[src/rtl/banco_salida_rtc_pkg.sv]
// banco_salida_rtc shared types and constants.
// State encoding, default command index, status bit map.
package banco_salida_rtc_pkg;

  localparam int NPORT       = 8;
  localparam int NSNAP       = 7;
  localparam int CMD_IDX_DEF = 7;

  localparam int ST_BUSY     = 0;
  localparam int ST_OVERRUN  = 1;
  localparam int ST_TIMEOUT  = 2;

  typedef enum logic [1:0] {
    IDLE     = 2'd0,
    REQ      = 2'd1,
    WAIT_LOW = 2'd2
  } state_e;

endpackage

[src/rtl/banco_salida_rtc_if.sv]
// PicoBlaze output side plus RTC req/ack side of banco_salida_rtc.
// slave = register bank, master = driver/observer.
interface banco_salida_rtc_if #(
  parameter int DATA_W = 8
);

  logic [7:0]          enable;
  logic                write_strobe;
  logic [DATA_W-1:0]   out_port;
  logic                ack;
  logic [8*DATA_W-1:0] port_q;
  logic [7*DATA_W-1:0] snap_q;
  logic [DATA_W-1:0]   cmd_q;
  logic                req;
  logic                busy;
  logic                done;
  logic [7:0]          status;

  modport slave (
    input  enable, write_strobe, out_port, ack,
    output port_q, snap_q, cmd_q,
    output req, busy, done, status
  );

  modport master (
    output enable, write_strobe, out_port, ack,
    input  port_q, snap_q, cmd_q,
    input  req, busy, done, status
  );

endinterface

[src/rtl/banco_salida_rtc_hs_timeout_cnt.sv]
// Clearable saturating handshake counter.
// hit_o flags the increment that lands on MAX.
module hs_timeout_cnt #(
  parameter int MAX = 1023,
  parameter int W   = $clog2(MAX + 1)
) (
  input  logic clk,
  input  logic rst_n,
  input  logic clr_i,
  input  logic inc_i,
  output logic hit_o
);

  localparam logic [W-1:0] MAX_V = W'(MAX);
  localparam logic [W-1:0] PRE_V = W'(MAX - 1);

  logic [W-1:0] cnt_q, cnt_d;

  always_comb begin
    cnt_d = cnt_q;
    if (clr_i) begin
      cnt_d = '0;
    end else if (inc_i && cnt_q != MAX_V) begin
      cnt_d = cnt_q + 1'b1;
    end
  end

  assign hit_o = inc_i && (cnt_q == PRE_V);

  always_ff @(posedge clk or negedge rst_n) begin
    if (!rst_n) begin
      cnt_q <= '0;
    end else begin
      cnt_q <= cnt_d;
    end
  end

endmodule

[src/rtl/banco_salida_rtc.sv]
// PicoBlaze output register bank with commit engine
// driving a four-phase req/ack handshake to the RTC bus.
module banco_salida_rtc
  import banco_salida_rtc_pkg::*;
#(
  parameter int DATA_W  = 8,
  parameter int CMD_IDX = CMD_IDX_DEF,
  parameter int TIMEOUT = 1023
) (
  input  logic           clk,
  input  logic           rst,
  banco_salida_rtc_if.slave bus
);

  typedef logic [DATA_W-1:0] byte_t;

  logic                   ws_q;
  logic [NPORT-1:0]       wr;
  byte_t [NPORT-1:0]      port_q, port_d;
  byte_t [NSNAP-1:0]      snap_q, snap_d;
  byte_t                  cmd_q, cmd_d;
  state_e                 state_q, state_d;
  logic                   done_q, done_d;
  logic                   ovr_q, ovr_d;
  logic                   tmo_q, tmo_d;
  logic                   commit, can_go, go;
  logic                   hit;
  logic                   busy;
  logic [7:0]             status;

  // enable lags write_strobe by a cycle; realign here
  assign wr = {NPORT{ws_q}} & bus.enable;

  always_comb begin
    port_d = port_q;
    for (int i = 0; i < NPORT; i++) begin
      if (wr[i]) port_d[i] = bus.out_port;
    end
  end

  assign commit = wr[CMD_IDX];
  assign can_go = (state_q == IDLE) ||
                  (state_q == WAIT_LOW && !bus.ack);
  assign go     = commit && can_go;

  hs_timeout_cnt #(
    .MAX (TIMEOUT)
  ) u_cnt (
    .clk   (clk),
    .rst_n (rst),
    .clr_i ((state_q != REQ) || bus.ack),
    .inc_i (state_q == REQ),
    .hit_o (hit)
  );

  always_comb begin
    state_d = state_q;
    done_d  = 1'b0;
    ovr_d   = ovr_q;
    tmo_d   = tmo_q;
    snap_d  = snap_q;
    cmd_d   = cmd_q;
    case (state_q)
      IDLE: ;
      REQ: begin
        if (bus.ack) begin
          state_d = WAIT_LOW;
        end else if (hit) begin
          state_d = IDLE;
          tmo_d   = 1'b1;
        end
      end
      WAIT_LOW: begin
        if (!bus.ack) begin
          state_d = IDLE;
          done_d  = 1'b1;
        end
      end
      default: state_d = IDLE;
    endcase
    // snapshot includes any same-cycle port write
    if (go) begin
      state_d = REQ;
      snap_d  = port_d[NSNAP-1:0];
      cmd_d   = bus.out_port;
      ovr_d   = 1'b0;
      tmo_d   = 1'b0;
    end else if (commit) begin
      ovr_d   = 1'b1;
    end
  end

  always_ff @(posedge clk or negedge rst) begin
    if (!rst) begin
      ws_q    <= 1'b0;
      port_q  <= '0;
      snap_q  <= '0;
      cmd_q   <= '0;
      state_q <= IDLE;
      done_q  <= 1'b0;
      ovr_q   <= 1'b0;
      tmo_q   <= 1'b0;
    end else begin
      ws_q    <= bus.write_strobe;
      port_q  <= port_d;
      snap_q  <= snap_d;
      cmd_q   <= cmd_d;
      state_q <= state_d;
      done_q  <= done_d;
      ovr_q   <= ovr_d;
      tmo_q   <= tmo_d;
    end
  end

  assign busy = (state_q != IDLE);

  always_comb begin
    status             = '0;
    status[ST_BUSY]    = busy;
    status[ST_OVERRUN] = ovr_q;
    status[ST_TIMEOUT] = tmo_q;
  end

  assign bus.port_q = port_q;
  assign bus.snap_q = snap_q;
  assign bus.cmd_q  = cmd_q;
  assign bus.req    = (state_q == REQ);
  assign bus.busy   = busy;
  assign bus.done   = done_q;
  assign bus.status = status;

endmodule

[src/flat_wrapper.sv]
// flat-port wrapper written by rule: the top's interface ports become plain ports
module banco_salida_rtc_flat import banco_salida_rtc_pkg::*;
#(
  parameter int DATA_W  = 8,
  parameter int CMD_IDX = CMD_IDX_DEF,
  parameter int TIMEOUT = 1023
)
  (clk, rst, bus_enable, bus_write_strobe, bus_out_port, bus_ack, bus_port_q, bus_snap_q, bus_cmd_q, bus_req, bus_busy, bus_done, bus_status);
  banco_salida_rtc_if #(.DATA_W(DATA_W)) bus_i ();
  input  logic clk;
  input  logic rst;
  input wire logic [$bits(bus_i.enable)-1:0] bus_enable;
  input wire logic [$bits(bus_i.write_strobe)-1:0] bus_write_strobe;
  input wire logic [$bits(bus_i.out_port)-1:0] bus_out_port;
  input wire logic [$bits(bus_i.ack)-1:0] bus_ack;
  output wire logic [$bits(bus_i.port_q)-1:0] bus_port_q;
  output wire logic [$bits(bus_i.snap_q)-1:0] bus_snap_q;
  output wire logic [$bits(bus_i.cmd_q)-1:0] bus_cmd_q;
  output wire logic [$bits(bus_i.req)-1:0] bus_req;
  output wire logic [$bits(bus_i.busy)-1:0] bus_busy;
  output wire logic [$bits(bus_i.done)-1:0] bus_done;
  output wire logic [$bits(bus_i.status)-1:0] bus_status;
  assign bus_i.enable = bus_enable;
  assign bus_i.write_strobe = bus_write_strobe;
  assign bus_i.out_port = bus_out_port;
  assign bus_i.ack = bus_ack;
  assign bus_port_q = bus_i.port_q;
  assign bus_snap_q = bus_i.snap_q;
  assign bus_cmd_q = bus_i.cmd_q;
  assign bus_req = bus_i.req;
  assign bus_busy = bus_i.busy;
  assign bus_done = bus_i.done;
  assign bus_status = bus_i.status;
  banco_salida_rtc #(.DATA_W(DATA_W), .CMD_IDX(CMD_IDX), .TIMEOUT(TIMEOUT)) u_core (.clk(clk), .rst(rst), .bus(bus_i));
endmodule
[config.mk]
export PLATFORM = sky130hd
export DESIGN_NAME = banco_salida_rtc_flat
export DESIGN_NICKNAME = d
export VERILOG_FILES = /design/src/rtl/banco_salida_rtc_pkg.sv /design/src/rtl/banco_salida_rtc_if.sv /design/src/rtl/banco_salida_rtc_hs_timeout_cnt.sv /design/src/rtl/banco_salida_rtc.sv /design/src/flat_wrapper.sv
export SDC_FILE = /design/constraint.sdc
export NUM_CORES = 1
export LEC_CHECK = 0
export BUFFER_PORTS_ARGS = -buffer_cell sky130_fd_sc_hd__buf_2
export CAP_MARGIN = 20
export CORE_MARGIN = 4
export CORE_UTILIZATION = 40
export CTS_BUF_LIST = sky130_fd_sc_hd__clkbuf_8 sky130_fd_sc_hd__clkbuf_16
export CTS_CLUSTER_DIAMETER = 30
export CTS_CLUSTER_SIZE = 8
export DETAILED_ROUTE_END_ITERATION = 12
export PLACE_DENSITY = 0.69
export SLEW_MARGIN = 20
export SYNTH_ARGS = -nofsm -noshare
export SYNTH_HDL_FRONTEND = slang
export SYNTH_SLANG_ARGS = --single-unit
[constraint.sdc]
create_clock -name clk -period 1.7 [get_ports clk]
set_input_delay 0.34 -clock clk [delete_from_list [all_inputs] [get_ports clk]]
set_output_delay 0.34 -clock clk [all_outputs]
set_load 0.05 [all_outputs]
==> impl_metrics.csv, run 1 <==
group,metric,value,unit
clocking,cts_inserted_buffers,17,
setup_path,r2r-start,"u_core.ws_q",
power,p_int,8.03,mW
setup_path,path_cells,"or2_2 > buf_6",
setup_path,critPathLaunch,"u_core.state_q[1]",
finish,final_cell_mix,"buf_2 (149), dfrtp_1 (142), mux2_2 (115), clkbuf_16 (17)",
finish,fill_cells,1118,
clocking,htreeDepth,4,
setup_path,crit_buf_inv,1,
clocking,cts.sinks,144,
power,p_sw_frac,0.406,
route,via_count,3622,
synth,synth_edf_count,0,
floorplanning,start_util,0.406,
clocking,clk_latency,0.41,ns
route,dr.pass1.iters,4,
setup_path,crit_slowest_cell,"dfrtp_2",
route,drtIter0Drc,72,
power,p_switching,5.48,mW
floorplanning,die_area,16000,um^2
route,wire_per_inst,18.5,um
setup_path,worstSetupPathType,"flop to primary output",
setup_path,crit_fanout,4,
sta,max_freq,606,MHz
floorplanning,core,13800,um^2
synth,ys_seq_elements,144,
setup_path,max_stage_delay,0.41,ns
power,power_density,1810,nW/um^2
clocking,cts_tree,"done",
placed_design,io_buffers,153,
global_routing,grt_use_total,0.177,
power,power,13.5,mW
min_path,hold_path.startpoint,"bus_write_strobe",
synth,synth_flop_cell,"dfrtp_1",
sta,finalSetupViolCount,0,
power,power.clock.fraction,0.290,
floorplanning,rows,43,
power,cellLeakagePower,3.50,nW
finish,stdcell_count,731,
sta,fin_crit_sh,0.971,
sta,hold_viol,0,
global_routing,grt_max_degree,46,
floorplanning,dieWidth,127,um
sta,tns,0,ns
synth,synth_cell_types,36,
finish,layout.cells.most_common,"buf_2",
placed_design,gp_congestion,0.765,
power,power_frac_comb,0.368,
placed_design,place_inst,695,
synth,syn_area_per_cell,15.7,um^2
clocking,cts-root-buf,"clkbuf_16",
placed_design,hpwl,9.58,mm
route,ant_nets,0,
sta,finalClockSkew,0.00612,ns
power,p_seq_frac,0.341,
finish,utilization,0.539,
finish,layout-drive-gt1-share,0.595,
setup_path,end_kind,"primary output",
route,drc,0,
power,ir_worst_vdd,1.24,mV
sta,finalMaxSlewViolations,0,
setup_path,cp_data_required_time,1.36,ns
floorplanning,num_io_pins,159,
finish,n_antenna_cell,0,
synth,async_reset_ff_frac,1.00,
route,finalWirelength,13.5,mm
synth,synth_seq_area_share,0.641,
sta,post-route-min-period,1.65,ns
sta,hold_slack,0.0373,ns
setup_path,start_kind,"flop",
synth,netlist_area,5620,um^2
setup_path,cp_top_family,"flip-flops",
synth,synth_warnings,0,
setup_path,crit_arrival,1.31,ns
synth,synthCells,359,
global_routing,antenna_found_initial,0,
finish,synthToLayoutAreaGrowth,32.5,%
global_routing,grt_pass1_wl,21.8,mm
sta,rsz0062_at_grt,"no",
route,viasPerCell,4.95,
clocking,cts_buffer_depth,2,
run_status,status,"finished clean",
finish,nNetsFinal,561,
floorplanning,die_h,127,um
min_path,min_path_type,"input port to flop",
global_routing,grt.overflow.total,0,
global_routing,grt_pass1_vias,3924,
flow_run,drv_cap,0,
clocking,path_clk_slew,0.06,ns
==> cells by family (layout without fill, tap and decap cells) <==
logic type	after synthesis	count (layout)	synth area share
flip-flops	144	144	0.641
multiplexers	130	130	0.260
AND/OR/NAND/NOR	40	40	0.0401
AO/OA/AOI/OAI	21	21	0.0281
buffers and inverters	21	209	0.0256
adder cells (fa/ha/maj)	2	2	0.00445
other	1	5	0.000667
==> cell usage after synthesis (3+ instances only) <==
| library cell | number | share of area |
|---|---|---|
| nor2b_1 | 4 | 0.0045 |
| nor3_1 | 3 | 0.0027 |
| and3_1 | 3 | 0.0033 |
| nor2_1 | 3 | 0.0020 |
| buf_2 | 4 | 0.0036 |
| buf_4 | 10 | 0.013 |
| nand3_1 | 3 | 0.0027 |
| and4_1 | 3 | 0.0047 |
| dfrtp_1 | 144 | 0.64 |
| buf_6 | 3 | 0.0060 |
| a31oi_1 | 3 | 0.0033 |
| o21ai_0 | 3 | 0.0027 |
| mux2_1 | 13 | 0.026 |
| a21oi_1 | 4 | 0.0036 |
| nand2_1 | 14 | 0.0093 |
| mux2_2 | 115 | 0.23 |
==> layout make-up <==
| cell class | count | area, um^2 | area share |
|---|---|---|---|
| flip-flops and latches | 144 | 3610 | 0.484 |
| multi-input cells | 198 | 1890 | 0.254 |
| repair buffers | 176 | 1090 | 0.146 |
| clock buffers | 20 | 467 | 0.0627 |
| well taps | 180 | 225 | 0.0302 |
| clock inverters | 11 | 161 | 0.0217 |
| inverters | 2 | 7.51 | 0.00101 |
==> per-stage QoR <==
stage	setup WS, ns	area [um^2]
floorplan	0.120	5640
global placement	0.0356	6740
detailed placement	-0.00422	6740
CTS	-0.0226	7410
global route	0.00854	7450
finish	0.0497	7450
==> per-layer routing <==
metal,routed length (um),track usage
met2,6450,0.277
met1,5720,0.221
met3,1130,0.0779
met4,244,0.0612
met5,0,0
==> flip-flops by register name, indices dropped and copies added (netlist names) <==
| name | count |
|---|---|
| u_core.tmo_q | 1 |
| u_core.u_cnt.cnt_q | 10 |
| u_core.bus.snap_q | 56 |
| u_core.bus.port_q | 64 |
| u_core.state_q | 2 |
| u_core.bus.done | 1 |
| u_core.ovr_q | 1 |
| u_core.bus.cmd_q | 8 |
| u_core.ws_q | 1 |
==> power groups by stage <==
stage / Combinational (mW) / Sequential (mW) / Clock (mW)
global route: 5.19 / 4.71 / 4.17
CTS: 5.00 / 4.62 / 4.02
global placement: 4.92 / 4.62 / 0
floorplan: 0.964 / 7.37 / 0
finish: 4.98 / 4.61 / 3.92
detailed placement: 4.97 / 4.67 / 0
==> final timing paths <==
kind | endpoint | slack, ns | cells past startpoint
worst min register to register | u_core.bus.cmd_q[3] | 0.48 | 1
max in group asynchronous | u_core.bus.snap_q[24] | 0.69 | 3
worst min-delay path | u_core.ws_q | 0.04 | 1
worst max-delay path | bus_status[0] | 0.05 | 2
min in group asynchronous | u_core.bus.cmd_q[3] | 0.42 | 2
worst max register to register | u_core.bus.snap_q[39] | 0.07 | 5
==> what timing repair did <==
item / CTS / global route
hold buffers: 1 / 0
resized for setup: 6 / 3
endpoints found under the setup margin: 7 / 61
setup buffers: 2 / 2
endpoints found under the hold margin: 42 / 0
pin swaps: 1 / 1
No activity file was read; power rests on OpenSTA's default activity.
==> run 2: changes to the inputs <==
- CELL_PAD_IN_SITES_DETAIL_PLACEMENT: unset -> 1
- CELL_PAD_IN_SITES_GLOBAL_PLACEMENT: unset -> 1
- HOLD_SLACK_MARGIN: unset -> 0.08
- PLACE_DENSITY: 0.69 -> 0.81
==> impl_metrics.csv, run 2 (same netlist as run 1, synthesis figures left out) <==
group,metric,value,unit
sta,hold_slack,0.271,ns
clocking,clk_latency,0.41,ns
global_routing,grt_use_total,0.199,
sta,final.setup.worst_slack,-0.00651,ns
finish,layout-drive-gt1-share,0.595,
setup_path,crit_fanout,12,
setup_path,r2r-end,"u_core.bus.snap_q[29]",
setup_path,start_kind,"flop",
setup_path,ff2ff_setup_slack,-0.007,ns
setup_path,r2r-start,"u_core.state_q[1]",
placed_design,hpwl,10.5,mm
placed_design,gp_congestion,0.760,
power,p_int,7.99,mW
power,power_density,1800,nW/um^2
route,via_count,3769,
global_routing,grt.overflow.total,0,
setup_path,path_common_cell,"buf_12",
sta,max_freq,586,MHz
power,power.clock.fraction,0.283,
clocking,cts_tree,"done",
power,p_sw_frac,0.411,
finish,multi_input_area,1900,um^2
route,dr.pass1.iters,4,
sta,rsz0062_at_grt,"yes",
min_path,holdPathStages,3,
floorplanning,start_util,0.406,
power,p_switching,5.58,mW
sta,fin_crit_sh,1.00,
finish,layout.cells.most_common,"buf_2",
global_routing,grt_pass1_wl,24.2,mm
setup_path,crit_slowest_cell,"dfrtp_2",
placed_design,io_buffers,153,
finish,fill_cells,1385,
setup_path,max_stage_delay,0.44,ns
finish,stdcell_count,736,
flow_run,drv_cap,0,
sta,tns,-0.0326,ns
finish,final_cell_mix,"buf_2 (149), dfrtp_1 (141), mux2_2 (115), clkbuf_16 (19), buf_4 (14)",
sta,finalClockSkew,0.0104,ns
finish,seq_area,3610,um^2
global_routing,antenna_found_initial,0,
clocking,cts_inserted_buffers,17,
setup_path,ff2ff_path_depth,5,
route,drc,0,
floorplanning,core,13800,um^2
floorplanning,rows,43,
clocking,cts_buffer_depth,2,
setup_path,crit_arrival,2.00,ns
finish,largest_reg_flops,64,
placed_design,preCtsSetupSlack,-0.0659,ns
route,ant_nets,0,
power,power_frac_comb,0.374,
setup_path,path_cells,"buf_12 > a211oi_4 > buf_12 > clkbuf_16 > mux2_2",
finish,n_antenna_cell,0,
finish,top_register,"u_core.bus.port_q",
power,ir_worst_vdd,1.06,mV
floorplanning,num_io_pins,159,
placed_design,place_inst,697,
power,cellLeakagePower,3.53,nW
sta,finalSetupViolCount,6,
route,viasPerCell,5.12,
clocking,cts-root-buf,"clkbuf_16",
floorplanning,dieWidth,127,um
min_path,min_path_type,"input port to flop",
global_routing,grt_pass1_vias,4264,
global_routing,grt_max_degree,48,
finish,reg_top3,"u_core.bus.port_q x64, u_core.bus.snap_q x56, u_core.u_cnt.cnt_q x10",
min_path,hold_path.startpoint,"bus_ack",
sta,post-route-min-period,1.71,ns
power,p_seq_frac,0.343,
clocking,cts.sinks,144,
setup_path,worstSetupPathType,"flop to flop",
route,wire_per_inst,21.7,um
setup_path,cp_data_required_time,1.99,ns
clocking,path_clk_slew,0.06,ns
route,drtIter0Drc,195,
floorplanning,die_h,127,um
sta,finalMaxSlewViolations,0,
min_path,min_to,"u_core.bus.done",
route,finalWirelength,16.0,mm
setup_path,end_kind,"flop",
run_status,violations,"setup timing",
sta,hold_viol,0,
floorplanning,die_area,16000,um^2
run_status,status,"complete, but fails checks",
clocking,htreeDepth,4,
finish,synthToLayoutAreaGrowth,34.1,%
finish,nNetsFinal,568,
run 2: changes by cell type in the layout (fill, tap and decap cells not counted), moves of 2 or more:
cell | before | now
buf_6 | 3 | 6
clkbuf_16 | 17 | 19
clkinv_2 | 4 | 1
inv_1 | 3 | 6
run 2: final cells by class:
type                    count  share of cell area
clock buffers              19              0.0601
clock inverters            10              0.0196
inverters                   2            0.000996
multi-input cells         198               0.252
flip-flops and latches    144               0.479
well taps                 180              0.0299
repair buffers            183               0.159
run 2: how the worst max path moves through the flow:
stage / start / endpoint / slack, ns
3_3_place_gp: u_core.ws_q / u_core.bus.snap_q[13] / -0.04
4_1_cts: u_core.state_q[1] / bus_busy / 0.009
3_5_place_dp: u_core.ws_q / u_core.bus.snap_q[31] / -0.07
5_1_grt: u_core.u_cnt.cnt_q[1] / u_core.u_cnt.cnt_q[1] / -0.04
6_report: u_core.state_q[1] / u_core.bus.snap_q[29] / -0.007
2_1_floorplan: u_core.ws_q / u_core.bus.snap_q[33] / 0.12
run 2: stage by stage:
| step | total power, mW | instance area [um^2] | utilization |
|---|---|---|---|
| 6_report | 13.6 | 7530 | 0.545 |
| 3_3_place_gp | 9.55 | 6730 | 0.487 |
| 3_5_place_dp | 9.69 | 6730 | 0.487 |
| 5_1_grt | 14.1 | 7530 | 0.545 |
| 4_1_cts | 13.6 | 7420 | 0.537 |
| 2_1_floorplan | 8.33 | 5640 | - |
run 2: power by group through the flow:
stage	sequential (mW)	clock [mW]	combinational, mW
3_3_place_gp	4.65	0	4.90
6_report	4.66	3.84	5.08
4_1_cts	4.67	3.89	5.07
3_5_place_dp	4.70	0	4.99
2_1_floorplan	7.37	0	0.964
5_1_grt	4.76	4.09	5.30
run 2: critical path: cells and delay by family (launching register included):
family / cells / cell delay [ns]
compound gates: 1 / 0.27
buf+inv: 3 / 0.51
flops: 1 / 0.44
mux: 1 / 0.35
run 2: repair_timing:
action	CTS	global route
pin swaps	0	1
resized for setup	9	13
setup endpoints to repair	67	45
hold endpoints to repair	37	0
hold buffers	2	0
gates cloned	0	3
setup buffers	4	1
run 2: layer usage:
layer  track usage  part of all wire  up-vias
met3        0.0897             0.083       19
met2         0.342              0.52      129
met4        0.0486             0.015        0
met1         0.227              0.39     1977
met5             0                 0        -
li1              -                 -     1644
==> run 3: changes to the inputs <==
- CORE_UTILIZATION: 40 -> 38
- PLACE_DENSITY: 0.81 -> 0.78
==> impl_metrics.csv, run 3 (same netlist as run 1, synthesis figures left out) <==
group,metric,value,unit
run_status,status,"finished clean",
global_routing,grt.overflow.total,0,
floorplanning,start_util,0.387,
finish,final_cell_mix,"buf_2 (149), dfrtp_1 (142), mux2_2 (115), clkbuf_16 (17), nand2_1 (14)",
power,p_int,7.63,mW
sta,slew-limit-headroom,0.646,
clocking,cts_tree,"done",
power,power_density,1810,nW/um^2
route,via_count,3665,
placed_design,io_buffers,153,
power,p_seq_frac,0.350,
setup_path,start_kind,"flop",
route,wire_per_inst,20.6,um
sta,finalSetupViolCount,0,
setup_path,worstSetupPathType,"flop to flop",
setup_path,crit_fanout,48,
clocking,path_clk_slew,0.06,ns
finish,nNetsFinal,554,
sta,rsz0062_at_grt,"yes",
finish,fill_cells,1483,
clocking,clk_latency,0.42,ns
setup_path,end_kind,"flop",
min_path,min_path_type,"input port to flop",
power,cellLeakagePower,3.40,nW
finish,seq_area,3610,um^2
power,power.clock.fraction,0.275,
power,p_sw_frac,0.423,
sta,tns,0,ns
finish,largest_reg_flops,64,
sta,finalMaxSlewViolations,0,
clocking,cts_buffer_depth,2,
clocking,htreeDepth,4,
sta,finalClockSkew,0.00748,ns
route,finalWirelength,15.0,mm
global_routing,grt_pass1_vias,4092,
floorplanning,core,14500,um^2
route,ant_nets,0,
finish,top_register,"u_core.bus.port_q",
finish,reg_top3,"u_core.bus.port_q x64, u_core.bus.snap_q x56, u_core.u_cnt.cnt_q x10",
finish,finalInstanceArea,7300,um^2
sta,post-route-min-period,1.69,ns
route,dr.pass1.iters,4,
floorplanning,dieWidth,130,um
finish,stdcell_count,728,
power,power,13.2,mW
finish,n_antenna_cell,0,
sta,worst_pin_slew,0.528,ns
floorplanning,die_area,16800,um^2
setup_path,crit_arrival,1.99,ns
power,power_frac_comb,0.375,
finish,multi_input_area,1890,um^2
placed_design,hpwl,10.4,mm
floorplanning,die_h,130,um
clocking,cts-root-buf,"clkbuf_16",
setup_path,cp_data_required_time,2.00,ns
floorplanning,rows,44,
placed_design,postPlaceCellArea,6670,um^2
global_routing,grt_use_total,0.188,
finish,layout-drive-gt1-share,0.590,
flow_run,drv_cap,0,
finish,layout.cells.most_common,"buf_2",
clocking,cts_inserted_buffers,17,
placed_design,gp_congestion,0.748,
finish,synthToLayoutAreaGrowth,29.9,%
route,drtIter0Drc,124,
route,viasPerCell,5.03,
global_routing,grt_max_degree,49,
placed_design,place_inst,693,
global_routing,antenna_found_initial,1,
sta,fin_crit_sh,0.994,
floorplanning,num_io_pins,159,
global_routing,grt_pass1_wl,23.5,mm
power,p_switching,5.60,mW
sta,max_freq,592,MHz
sta,hold_viol,0,
route,drc,0,
clocking,cts.sinks,144,
power,ir_worst_vdd,1.21,mV
==> run 3: changes by cell type in the layout (fill, tap and decap cells not counted), moves of 3 or more <==
cell | before | now
buf_4 | 14 | 8
clkinvlp_4 | 1 | 5
inv_1 | 6 | 2
buf_12 | 9 | 6
buf_6 | 6 | 3
==> run 3: routing by layer <==
layer  GRT usage  up-vias  wire, um
met5           0        -        13
met4      0.0593        2       233
met3      0.0824       20      1210
met2       0.301      107      7330
met1       0.230     1908      6210
li1            -     1628         -
==> run 3: area by class of cell <==
type / count / area share
sequential: 144 / 0.494
clock buffer: 18 / 0.0601
tap: 184 / 0.0315
multi-input combinational: 198 / 0.259
inverter: 2 / 0.00103
timing repair buffer: 169 / 0.135
clock inverter: 13 / 0.0190
==> run 3: worst paths after layout <==
check | startpoint | endpoint | slack (ns) | cells past startpoint
hold reg to reg | u_core.bus.cmd_q[5] | u_core.bus.cmd_q[5] | 0.48 | 1
setup / recovery | u_core.state_q[1] | u_core.bus.snap_q[24] | 0.01 | 4
max in group asynchronous | rst | u_core.bus.port_q[30] | 0.71 | 3
min in group asynchronous | rst | u_core.bus.cmd_q[3] | 0.40 | 2
hold / removal | bus_ack | u_core.bus.done | 0.19 | 2
setup reg to reg | u_core.state_q[1] | u_core.bus.snap_q[24] | 0.01 | 4
==> run 3: critical path, cell delays in order (launching register included) <==
cell and delay [ns]:
dfrtp_2 0.42, buf_4 0.16, a211oi_4 0.26, buf_12 0.32, mux2_2 0.38
==> run 3: power by group through the flow <==
stage          Clock (mW)  Combinational (mW)  Sequential (mW)
6_report             3.64                4.96             4.63
5_1_grt              3.90                5.18             4.74
4_1_cts              3.73                5.01             4.65
3_5_place_dp            0                4.96             4.70
3_3_place_gp            0                4.88             4.65
2_1_floorplan           0               0.964             7.37
==> run 3: repair_timing <==
| action | CTS | global route |
|---|---|---|
| hold buffers | 2 | 0 |
| resized for setup | 7 | 3 |
| endpoints found under the setup margin | 3 | 68 |
| endpoints found under the hold margin | 39 | 0 |
| buffers inserted | 2 | 0 |
==> run 3: metrics by stage <==
| step | hold slack (ns) | worst slack [ns] | utilization |
|---|---|---|---|
| global route | 0.197 | -0.0566 | 0.502 |
| global placement | 0.289 | 0.0484 | 0.459 |
| CTS | 0.167 | 0.00534 | 0.502 |
| detailed placement | 0.296 | 0.0204 | 0.459 |
| finish | 0.195 | 0.0104 | 0.502 |
| floorplan | 0.0444 | 0.120 | - |
